### src/rtl/jtflane_arb_pkg.sv
// Shared definitions for the jtflane four-slot SDRAM arbiter.
package jtflane_arb_pkg;

    localparam int NSLOTS   = 4;
    localparam int SDRAM_AW = 22;

    typedef enum logic [1:0] {
        IDLE     = 2'd0,
        WAIT_ACK = 2'd1,
        WAIT_RDY = 2'd2
    } state_t;

endpackage

### src/rtl/jtflane_arb_entry.sv
// Single-word cache entry for one arbiter slot: tag compare, valid, data.
module jtflane_arb_entry #(
    parameter int AW = 17
) (
    input  logic          clk,
    input  logic          rst,
    input  logic          clr,
    input  logic          cs,
    input  logic [AW-1:0] addr,
    input  logic          grab,
    input  logic          fill,
    input  logic          fill_valid,
    input  logic [15:0]   fill_data,
    output logic          ok,
    output logic [15:0]   dout,
    output logic          pending
);

    logic          valid;
    logic [AW-1:0] tag;
    logic [AW-1:0] req_tag;
    logic [15:0]   data;

    assign ok      = cs && valid && (tag == addr);
    assign pending = cs && !ok;
    assign dout    = data;

    // The tag comes from the address seen at grant time, not at fill time
    always_ff @(posedge clk) begin
        if (rst) begin
            valid   <= 1'b0;
            tag     <= '0;
            req_tag <= '0;
            data    <= '0;
        end else begin
            if (grab) req_tag <= addr;
            if (fill) begin
                tag   <= req_tag;
                data  <= fill_data;
                valid <= fill_valid;
            end else if (clr) begin
                valid <= 1'b0;
            end
        end
    end

endmodule

### src/rtl/jtflane_sdram_arb.sv
// Four-slot SDRAM read arbiter with one cached word per slot.
// Define JTFLANE_ARB_RR_EN for round-robin grant; default is fixed priority.
module jtflane_sdram_arb
    import jtflane_arb_pkg::*;
#(
    parameter int          SLOT0_AW     = 18,
    parameter logic [21:0] SLOT0_OFFSET = 22'h0,
    parameter int          SLOT1_AW     = 17,
    parameter logic [21:0] SLOT1_OFFSET = 22'h0,
    parameter int          SLOT2_AW     = 17,
    parameter logic [21:0] SLOT2_OFFSET = 22'h0,
    parameter int          SLOT3_AW     = 17,
    parameter logic [21:0] SLOT3_OFFSET = 22'h0
) (
    input  logic                clk,
    input  logic                rst,
    input  logic                downloading,
    input  logic                slot0_cs,
    input  logic [SLOT0_AW-1:0] slot0_addr,
    output logic                slot0_ok,
    output logic [15:0]         slot0_dout,
    input  logic                slot1_cs,
    input  logic [SLOT1_AW-1:0] slot1_addr,
    output logic                slot1_ok,
    output logic [15:0]         slot1_dout,
    input  logic                slot2_cs,
    input  logic [SLOT2_AW-1:0] slot2_addr,
    output logic                slot2_ok,
    output logic [15:0]         slot2_dout,
    input  logic                slot3_cs,
    input  logic [SLOT3_AW-1:0] slot3_addr,
    output logic                slot3_ok,
    output logic [15:0]         slot3_dout,
    output logic                sdram_req,
    output logic [21:0]         sdram_addr,
    input  logic                sdram_ack,
    input  logic                data_rdy,
    input  logic [15:0]         data_read
);

    state_t              state, state_nx;
    logic                req_nx;
    logic [SDRAM_AW-1:0] addr_nx;
    logic [1:0]          gnt, gnt_nx;
    logic                dirty, dirty_nx;
    logic [NSLOTS-1:0]   pending, grab, fill;
    logic                fill_valid;
    logic [1:0]          sel;
    logic                go;
    logic [SDRAM_AW-1:0] full [NSLOTS];

    assign full[0] = SDRAM_AW'(slot0_addr) + SLOT0_OFFSET;
    assign full[1] = SDRAM_AW'(slot1_addr) + SLOT1_OFFSET;
    assign full[2] = SDRAM_AW'(slot2_addr) + SLOT2_OFFSET;
    assign full[3] = SDRAM_AW'(slot3_addr) + SLOT3_OFFSET;

    // A fetch that overlapped a download must not be trusted
    assign fill_valid = !downloading && !dirty;
    assign go = (state == IDLE) && (|pending) && !downloading;

`ifdef JTFLANE_ARB_RR_EN
    logic [1:0] rr_ptr;

    always_comb begin
        sel = 2'd0;
        for (int i = NSLOTS; i >= 1; i--) begin
            if (pending[rr_ptr + 2'(i)]) sel = rr_ptr + 2'(i);
        end
    end

    always_ff @(posedge clk) begin
        if (rst)     rr_ptr <= 2'd3;
        else if (go) rr_ptr <= sel;
    end
`else
    always_comb begin
        sel = 2'd0;
        for (int i = NSLOTS - 1; i >= 0; i--) begin
            if (pending[i]) sel = 2'(i);
        end
    end
`endif

    always_ff @(posedge clk) begin
        if (rst) begin
            state      <= IDLE;
            sdram_req  <= 1'b0;
            sdram_addr <= '0;
            gnt        <= 2'd0;
            dirty      <= 1'b0;
        end else begin
            state      <= state_nx;
            sdram_req  <= req_nx;
            sdram_addr <= addr_nx;
            gnt        <= gnt_nx;
            dirty      <= dirty_nx;
        end
    end

    always_comb begin
        state_nx = state;
        req_nx   = sdram_req;
        addr_nx  = sdram_addr;
        gnt_nx   = gnt;
        dirty_nx = dirty;
        grab     = '0;
        fill     = '0;
        unique case (state)
            IDLE: begin
                if (go) begin
                    grab[sel] = 1'b1;
                    gnt_nx    = sel;
                    addr_nx   = full[sel];
                    req_nx    = 1'b1;
                    dirty_nx  = 1'b0;
                    state_nx  = WAIT_ACK;
                end
            end
            WAIT_ACK: begin
                if (downloading) dirty_nx = 1'b1;
                if (sdram_ack) begin
                    req_nx   = 1'b0;
                    state_nx = WAIT_RDY;
                end
            end
            WAIT_RDY: begin
                if (downloading) dirty_nx = 1'b1;
                if (data_rdy) begin
                    fill[gnt] = 1'b1;
                    state_nx  = IDLE;
                end
            end
            default: begin
                req_nx   = 1'b0;
                state_nx = IDLE;
            end
        endcase
    end

    jtflane_arb_entry #(.AW(SLOT0_AW)) u_entry0 (
        .clk(clk), .rst(rst), .clr(downloading),
        .cs(slot0_cs), .addr(slot0_addr),
        .grab(grab[0]), .fill(fill[0]),
        .fill_valid(fill_valid), .fill_data(data_read),
        .ok(slot0_ok), .dout(slot0_dout), .pending(pending[0])
    );

    jtflane_arb_entry #(.AW(SLOT1_AW)) u_entry1 (
        .clk(clk), .rst(rst), .clr(downloading),
        .cs(slot1_cs), .addr(slot1_addr),
        .grab(grab[1]), .fill(fill[1]),
        .fill_valid(fill_valid), .fill_data(data_read),
        .ok(slot1_ok), .dout(slot1_dout), .pending(pending[1])
    );

    jtflane_arb_entry #(.AW(SLOT2_AW)) u_entry2 (
        .clk(clk), .rst(rst), .clr(downloading),
        .cs(slot2_cs), .addr(slot2_addr),
        .grab(grab[2]), .fill(fill[2]),
        .fill_valid(fill_valid), .fill_data(data_read),
        .ok(slot2_ok), .dout(slot2_dout), .pending(pending[2])
    );

    jtflane_arb_entry #(.AW(SLOT3_AW)) u_entry3 (
        .clk(clk), .rst(rst), .clr(downloading),
        .cs(slot3_cs), .addr(slot3_addr),
        .grab(grab[3]), .fill(fill[3]),
        .fill_valid(fill_valid), .fill_data(data_read),
        .ok(slot3_ok), .dout(slot3_dout), .pending(pending[3])
    );

endmodule
### config.mk
export PLATFORM = sky130hd
export DESIGN_NAME = jtflane_sdram_arb
export DESIGN_NICKNAME = d
export VERILOG_FILES = /design/src/rtl/jtflane_arb_pkg.sv /design/src/rtl/jtflane_arb_entry.sv /design/src/rtl/jtflane_sdram_arb.sv
export SDC_FILE = /design/constraint.sdc
export NUM_CORES = 1
export LEC_CHECK = 0
export ABC_AREA = 0
export BUFFER_PORTS_ARGS = -buffer_cell sky130_fd_sc_hd__buf_4
export CAP_MARGIN = 20
export CELL_PAD_IN_SITES_DETAIL_PLACEMENT = 0
export CELL_PAD_IN_SITES_GLOBAL_PLACEMENT = 1
export CORE_AREA = 2 2 173 175
export DETAILED_ROUTE_END_ITERATION = 10
export DIE_AREA = 0 0 175 177
export GPL_TIMING_DRIVEN = 0
export MAX_ROUTING_LAYER = met4
export PLACE_DENSITY = 0.77
export SLEW_MARGIN = 20
export SYNTH_ARGS = -nofsm -noshare
export SYNTH_HDL_FRONTEND = slang
export SYNTH_SLANG_ARGS = --single-unit
### constraint.sdc
create_clock -name clk -period 5.48 [get_ports clk]
set_input_delay 0.548 -clock clk [delete_from_list [all_inputs] [get_ports clk]]
set_output_delay 0.548 -clock clk [all_outputs]
set_load 0.02 [all_outputs]
==> report_table.html <==
<table>
<tr><th>Metric</th><th>Value</th></tr>
<tr><th colspan="2">Setup path</th></tr>
<tr><td>Largest incremental delay on the critical path</td><td>760 ps</td></tr>
<tr><td>Data arrival at the endpoint of the critical path</td><td>3580 ps</td></tr>
<tr><td>Kind of cell adding the most delay to the critical path</td><td>compound AO/OA/AOI/OAI gates</td></tr>
<tr><td>Element type at the critical path end</td><td>flip-flop</td></tr>
<tr><td>Critical path cell sequence</td><td>xor2_1 &gt; nor4_1 &gt; nand3_1 &gt; o41ai_2 &gt; nor2_2 &gt; buf_2 &gt; a221oi_1 &gt; a211oi_2</td></tr>
<tr><td>Critical path buffer and inverter count</td><td>1</td></tr>
<tr><td>Worst-case register-to-register setup slack</td><td>2280 ps</td></tr>
<tr><td>Required time reported for the critical path endpoint</td><td>5860 ps</td></tr>
<tr><td>Critical-path maximum fanout</td><td>10</td></tr>
<tr><td>WS Path Type</td><td>reg2reg</td></tr>
<tr><td>Library cell contributing the largest single delay on the critical path</td><td>sky130_fd_sc_hd__o41ai_2</td></tr>
<tr><td>Type of origin of the critical path</td><td>flip-flop</td></tr>
<tr><th colspan="2">Synth</th></tr>
<tr><td>Number of instances in the synthesized netlist</td><td>1145</td></tr>
<tr><td>Main area contributors after synthesis</td><td>sky130_fd_sc_hd__dfxtp_1 (47%), sky130_fd_sc_hd__nand2_1 (11%), sky130_fd_sc_hd__a21oi_1 (7.2%), sky130_fd_sc_hd__mux2i_1 (7.1%), sky130_fd_sc_hd__xor2_1 (5.2%)</td></tr>
<tr><td>Yosys warns</td><td>0</td></tr>
<tr><td>Top cells by instance count after synthesis</td><td>sky130_fd_sc_hd__nand2_1 (277), sky130_fd_sc_hd__dfxtp_1 (230), sky130_fd_sc_hd__a21oi_1 (140)</td></tr>
<tr><td>Dominant synthesized flop cell</td><td>sky130_fd_sc_hd__dfxtp_1</td></tr>
<tr><td>Share of Yosys cell area claimed by the top area cell type</td><td>47.24%</td></tr>
<tr><td>Sequential fraction of the synthesis area</td><td>47.24%</td></tr>
<tr><td>Yosys top cell by area</td><td>sky130_fd_sc_hd__dfxtp_1</td></tr>
<tr><td>Post-synth cell types</td><td>41</td></tr>
<tr><td>Cell with the most instances after synthesis</td><td>sky130_fd_sc_hd__nand2_1</td></tr>
<tr><td>Mean Syn Cell Area</td><td>8.513 sq um</td></tr>
<tr><td>Register bit total from synthesis</td><td>230</td></tr>
<tr><td>Post-synth EDFFs</td><td>0</td></tr>
<tr><td>Cell area after synthesis</td><td>0.009747 sq mm</td></tr>
<tr><td>Share of synthesized flip-flops with an asynchronous set or reset</td><td>0%</td></tr>
<tr><th colspan="2">Outcome</th></tr>
<tr><td>Status</td><td>finished, final reports clean</td></tr>
<tr><th colspan="2">STA</th></tr>
<tr><td>Worst hold slack</td><td>272.6 ps</td></tr>
<tr><td>Final Skew</td><td>8.927 ps</td></tr>
<tr><td>Period Utilization, post-route</td><td>58.42%</td></tr>
<tr><td>Number of max-slew violations in the final report</td><td>0</td></tr>
<tr><td>RSZ-0062 raised after global routing</td><td>no</td></tr>
<tr><td>Slew @ Worst Pin</td><td>1041 ps</td></tr>
<tr><td>Tightest slew margin relative to the limit</td><td>30.07%</td></tr>
<tr><td>Highest clock frequency the design can meet</td><td>312.3 MHz</td></tr>
<tr><td>Count of final hold-check violations</td><td>0</td></tr>
<tr><td>Setup violators final</td><td>0</td></tr>
<tr><td>Setup_tns</td><td>0 ps</td></tr>
<tr><td>Final Critical Period</td><td>3202 ps</td></tr>
<tr><th colspan="2">Route</th></tr>
<tr><td>Per-cell via count in the routed design</td><td>4.932</td></tr>
<tr><td>Average wire per standard cell</td><td>18.44 um</td></tr>
<tr><td>Post-route ant nets</td><td>0</td></tr>
<tr><td>Total vias in the final route</td><td>8685</td></tr>
<tr><td>Total length of routed wires</td><td>32470 um</td></tr>
<tr><td>Drt pass-1 iters</td><td>5</td></tr>
<tr><td>Number of DRC markers after the initial detailed-route iteration</td><td>631</td></tr>
<tr><td>Number of DRC violations after detailed routing</td><td>0</td></tr>
<tr><th colspan="2">Clock tree</th></tr>
<tr><td>Buffer cell driving the clock tree root</td><td>sky130_fd_sc_hd__clkbuf_16</td></tr>
<tr><td>Worst skew pair latency</td><td>530 ps</td></tr>
<tr><td>Buffers from clock root to sink, at most</td><td>3</td></tr>
<tr><td>Post-cts repair resize count</td><td>0</td></tr>
<tr><td>CTS tree</td><td>yes</td></tr>
<tr><td>Clock-pin slew on the worst setup and hold paths</td><td>60 ps</td></tr>
<tr><td>Clock sink count</td><td>230</td></tr>
<tr><td>H-Tree Depth</td><td>1</td></tr>
<tr><td>Number of buffers inserted during clock tree synthesis</td><td>25</td></tr>
<tr><td>Post-CTS setup buffer count</td><td>0</td></tr>
<tr><td>Hold buffer count at cts</td><td>0</td></tr>
<tr><th colspan="2">Global routing</th></tr>
<tr><td>Global router's overall resource usage</td><td>21.11%</td></tr>
<tr><td>Grt met3 use</td><td>2.942%</td></tr>
<tr><td>Global-route wire length before repair</td><td>48770 um</td></tr>
<tr><td>Initial antenna violation count</td><td>1</td></tr>
<tr><td>GR Util met1</td><td>28.40%</td></tr>
<tr><td>Met2 Use GR</td><td>33.56%</td></tr>
<tr><td>Global route overflow</td><td>0</td></tr>
<tr><td>Number of global-route vias before repair</td><td>8214</td></tr>
<tr><td>Layer carrying the most global-route usage</td><td>met2</td></tr>
<tr><td>Pin count of the biggest net entering global routing</td><td>13</td></tr>
<tr><th colspan="2">Floorplan</th></tr>
<tr><td>Initial Utilization</td><td>33.33%</td></tr>
<tr><td>Overall die height</td><td>177 um</td></tr>
<tr><td>Die width</td><td>175 um</td></tr>
<tr><td>Core box area</td><td>0.02924 sq mm</td></tr>
<tr><td>Die Area</td><td>0.03098 sq mm</td></tr>
<tr><td>Number of primary I/O pins</td><td>185</td></tr>
<tr><td>Cell Rows</td><td>63</td></tr>
<tr><th colspan="2">Pwr</th></tr>
<tr><td>Combinational group share of total power</td><td>11.7%</td></tr>
<tr><td>Switching share of power</td><td>25.65%</td></tr>
<tr><td>Sequential power share</td><td>45.3%</td></tr>
<tr><td>Leakage power total</td><td>4.905 nW</td></tr>
<tr><td>P per Cell Area</td><td>311.4 mW/mm^2</td></tr>
<tr><td>Switching component of the power</td><td>0.9889 mW</td></tr>
<tr><td>Internal cell power</td><td>2.866 mW</td></tr>
<tr><td>Clock power frac</td><td>43.0%</td></tr>
<tr><td>Max rail drop VDD</td><td>210.2 uV</td></tr>
<tr><th colspan="2">Hold path</th></tr>
<tr><td>Type of the worst min-delay path</td><td>in2reg</td></tr>
<tr><th colspan="2">Place</th></tr>
<tr><td>RePlAce Congestion</td><td>0.8789</td></tr>
<tr><td>Placed Instances</td><td>1717</td></tr>
<tr><td>Final HPWL from detailed placement</td><td>24510 um</td></tr>
<tr><td>Number of port buffers</td><td>179</td></tr>
<tr><th colspan="2">Cells and area</th></tr>
<tr><td>Layout cells sized above 1</td><td>18.54%</td></tr>
<tr><td>Non-Filler Instances</td><td>1761</td></tr>
<tr><td>Layout Area Growth over Synthesis</td><td>27.00%</td></tr>
<tr><td>Final layout net count</td><td>1452</td></tr>
<tr><th colspan="2">Job</th></tr>
<tr><td>Number of max-cap violations</td><td>0</td></tr>
</table>
## kinds of logic (layout without fill, tap and decap cells)
logic type                 count (synthesis)  in the layout  share of synthesized area [%]
buffers and inverters                     83            305                          3.684
adders and majority gates                  4              4                         0.5135
and+or+nand+nor                          477            477                          21.36
DFF                                      230            230                          47.24
xor gates and xnor gates                  69             69                          6.200
AOI/OAI and AO/OA                        212            212                          13.88
other                                      1              5                        0.03847
muxes                                     69             69                          7.086
## metrics by stage
stage / instance area, sq um / power [mW] / utilization, % / setup slack (ps)
2_1_floorplan: 9758 / 2.016 / - / 2867
3_3_place_gp: 11590 / 2.227 / 39.63 / 2058
3_5_place_dp: 11590 / 2.231 / 39.63 / 2021
4_1_cts: 12380 / 3.883 / 42.32 / 2371
5_1_grt: 12380 / 3.992 / 42.33 / 2195
6_report: 12380 / 3.855 / 42.33 / 2278
## sequential cells by signal, indices dropped and copies added (netlist names)
signal / cells
dirty: 1
gnt: 2
sdram_addr: 18
sdram_req: 1
state: 2
u_entry0.dout: 16
u_entry0.req_tag: 18
u_entry0.tag: 18
u_entry0.valid: 1
u_entry1.dout: 16
u_entry1.req_tag: 17
u_entry1.tag: 17
u_entry1.valid: 1
u_entry2.dout: 16
u_entry2.req_tag: 17
u_entry2.tag: 17
u_entry2.valid: 1
u_entry3.dout: 16
u_entry3.req_tag: 17
u_entry3.tag: 17
u_entry3.valid: 1
## path summary, 6_finish.rpt
kind / startpoint / end / cells after the start
setup / recovery: u_entry1.tag[15] / sdram_addr[10] / 8
hold / removal: downloading / u_entry3.valid / 2
setup reg to reg: u_entry1.tag[15] / sdram_addr[10] / 8
hold reg to reg: u_entry2.req_tag[0] / u_entry2.tag[0] / 2
## metal layers
layer  up-vias  share of wire [%]
met5         -                  0
met4         0                1.9
met3        36                5.7
met2       266                 47
met1      4129                 46
li1       4254                  -
## power groups by stage
| stage | combinational, mW | clock [mW] | sequential (mW) |
|---|---|---|---|
| floorplan | 0.217 | 0 | 1.80 |
| global placement | 0.444 | 0 | 1.78 |
| detailed placement | 0.447 | 0 | 1.78 |
| CTS | 0.449 | 1.69 | 1.75 |
| global route | 0.485 | 1.76 | 1.75 |
| finish | 0.450 | 1.66 | 1.75 |
## final cells by class
type,instances,area [sq um]
clock buffers,36,696.9
diodes,1,2.502
clock inverters,7,88.84
multi-input cells,835,4795
inverters,4,15.01
flip-flops and latches,230,4604
plain buffers,79,344.1
repair buffers,179,1344
well taps,390,488.0
fillers,3000,16870
## cells in the final DEF (no fill, tap or decap), types with 5 or more instances in the layout
cell type and n:
sky130_fd_sc_hd__nor4_1 20, sky130_fd_sc_hd__xor2_1 58, sky130_fd_sc_hd__nor3_1 7, sky130_fd_sc_hd__dfxtp_1 230, sky130_fd_sc_hd__a211oi_2 16, sky130_fd_sc_hd__mux2i_1 69
sky130_fd_sc_hd__nand3_1 8, sky130_fd_sc_hd__nand2b_1 38, sky130_fd_sc_hd__clkbuf_16 25, sky130_fd_sc_hd__o21ai_0 17, sky130_fd_sc_hd__buf_4 185, sky130_fd_sc_hd__nand4_1 5
sky130_fd_sc_hd__a221oi_1 17, sky130_fd_sc_hd__xnor2_1 11, sky130_fd_sc_hd__o21ai_1 5, sky130_fd_sc_hd__nand2_1 277, sky130_fd_sc_hd__and3_1 17, sky130_fd_sc_hd__clkbuf_1 71
sky130_fd_sc_hd__nor2_1 78, sky130_fd_sc_hd__and2_1 17, sky130_fd_sc_hd__a21oi_1 140, sky130_fd_sc_hd__buf_2 8
Power figures use the tool's default switching activity.
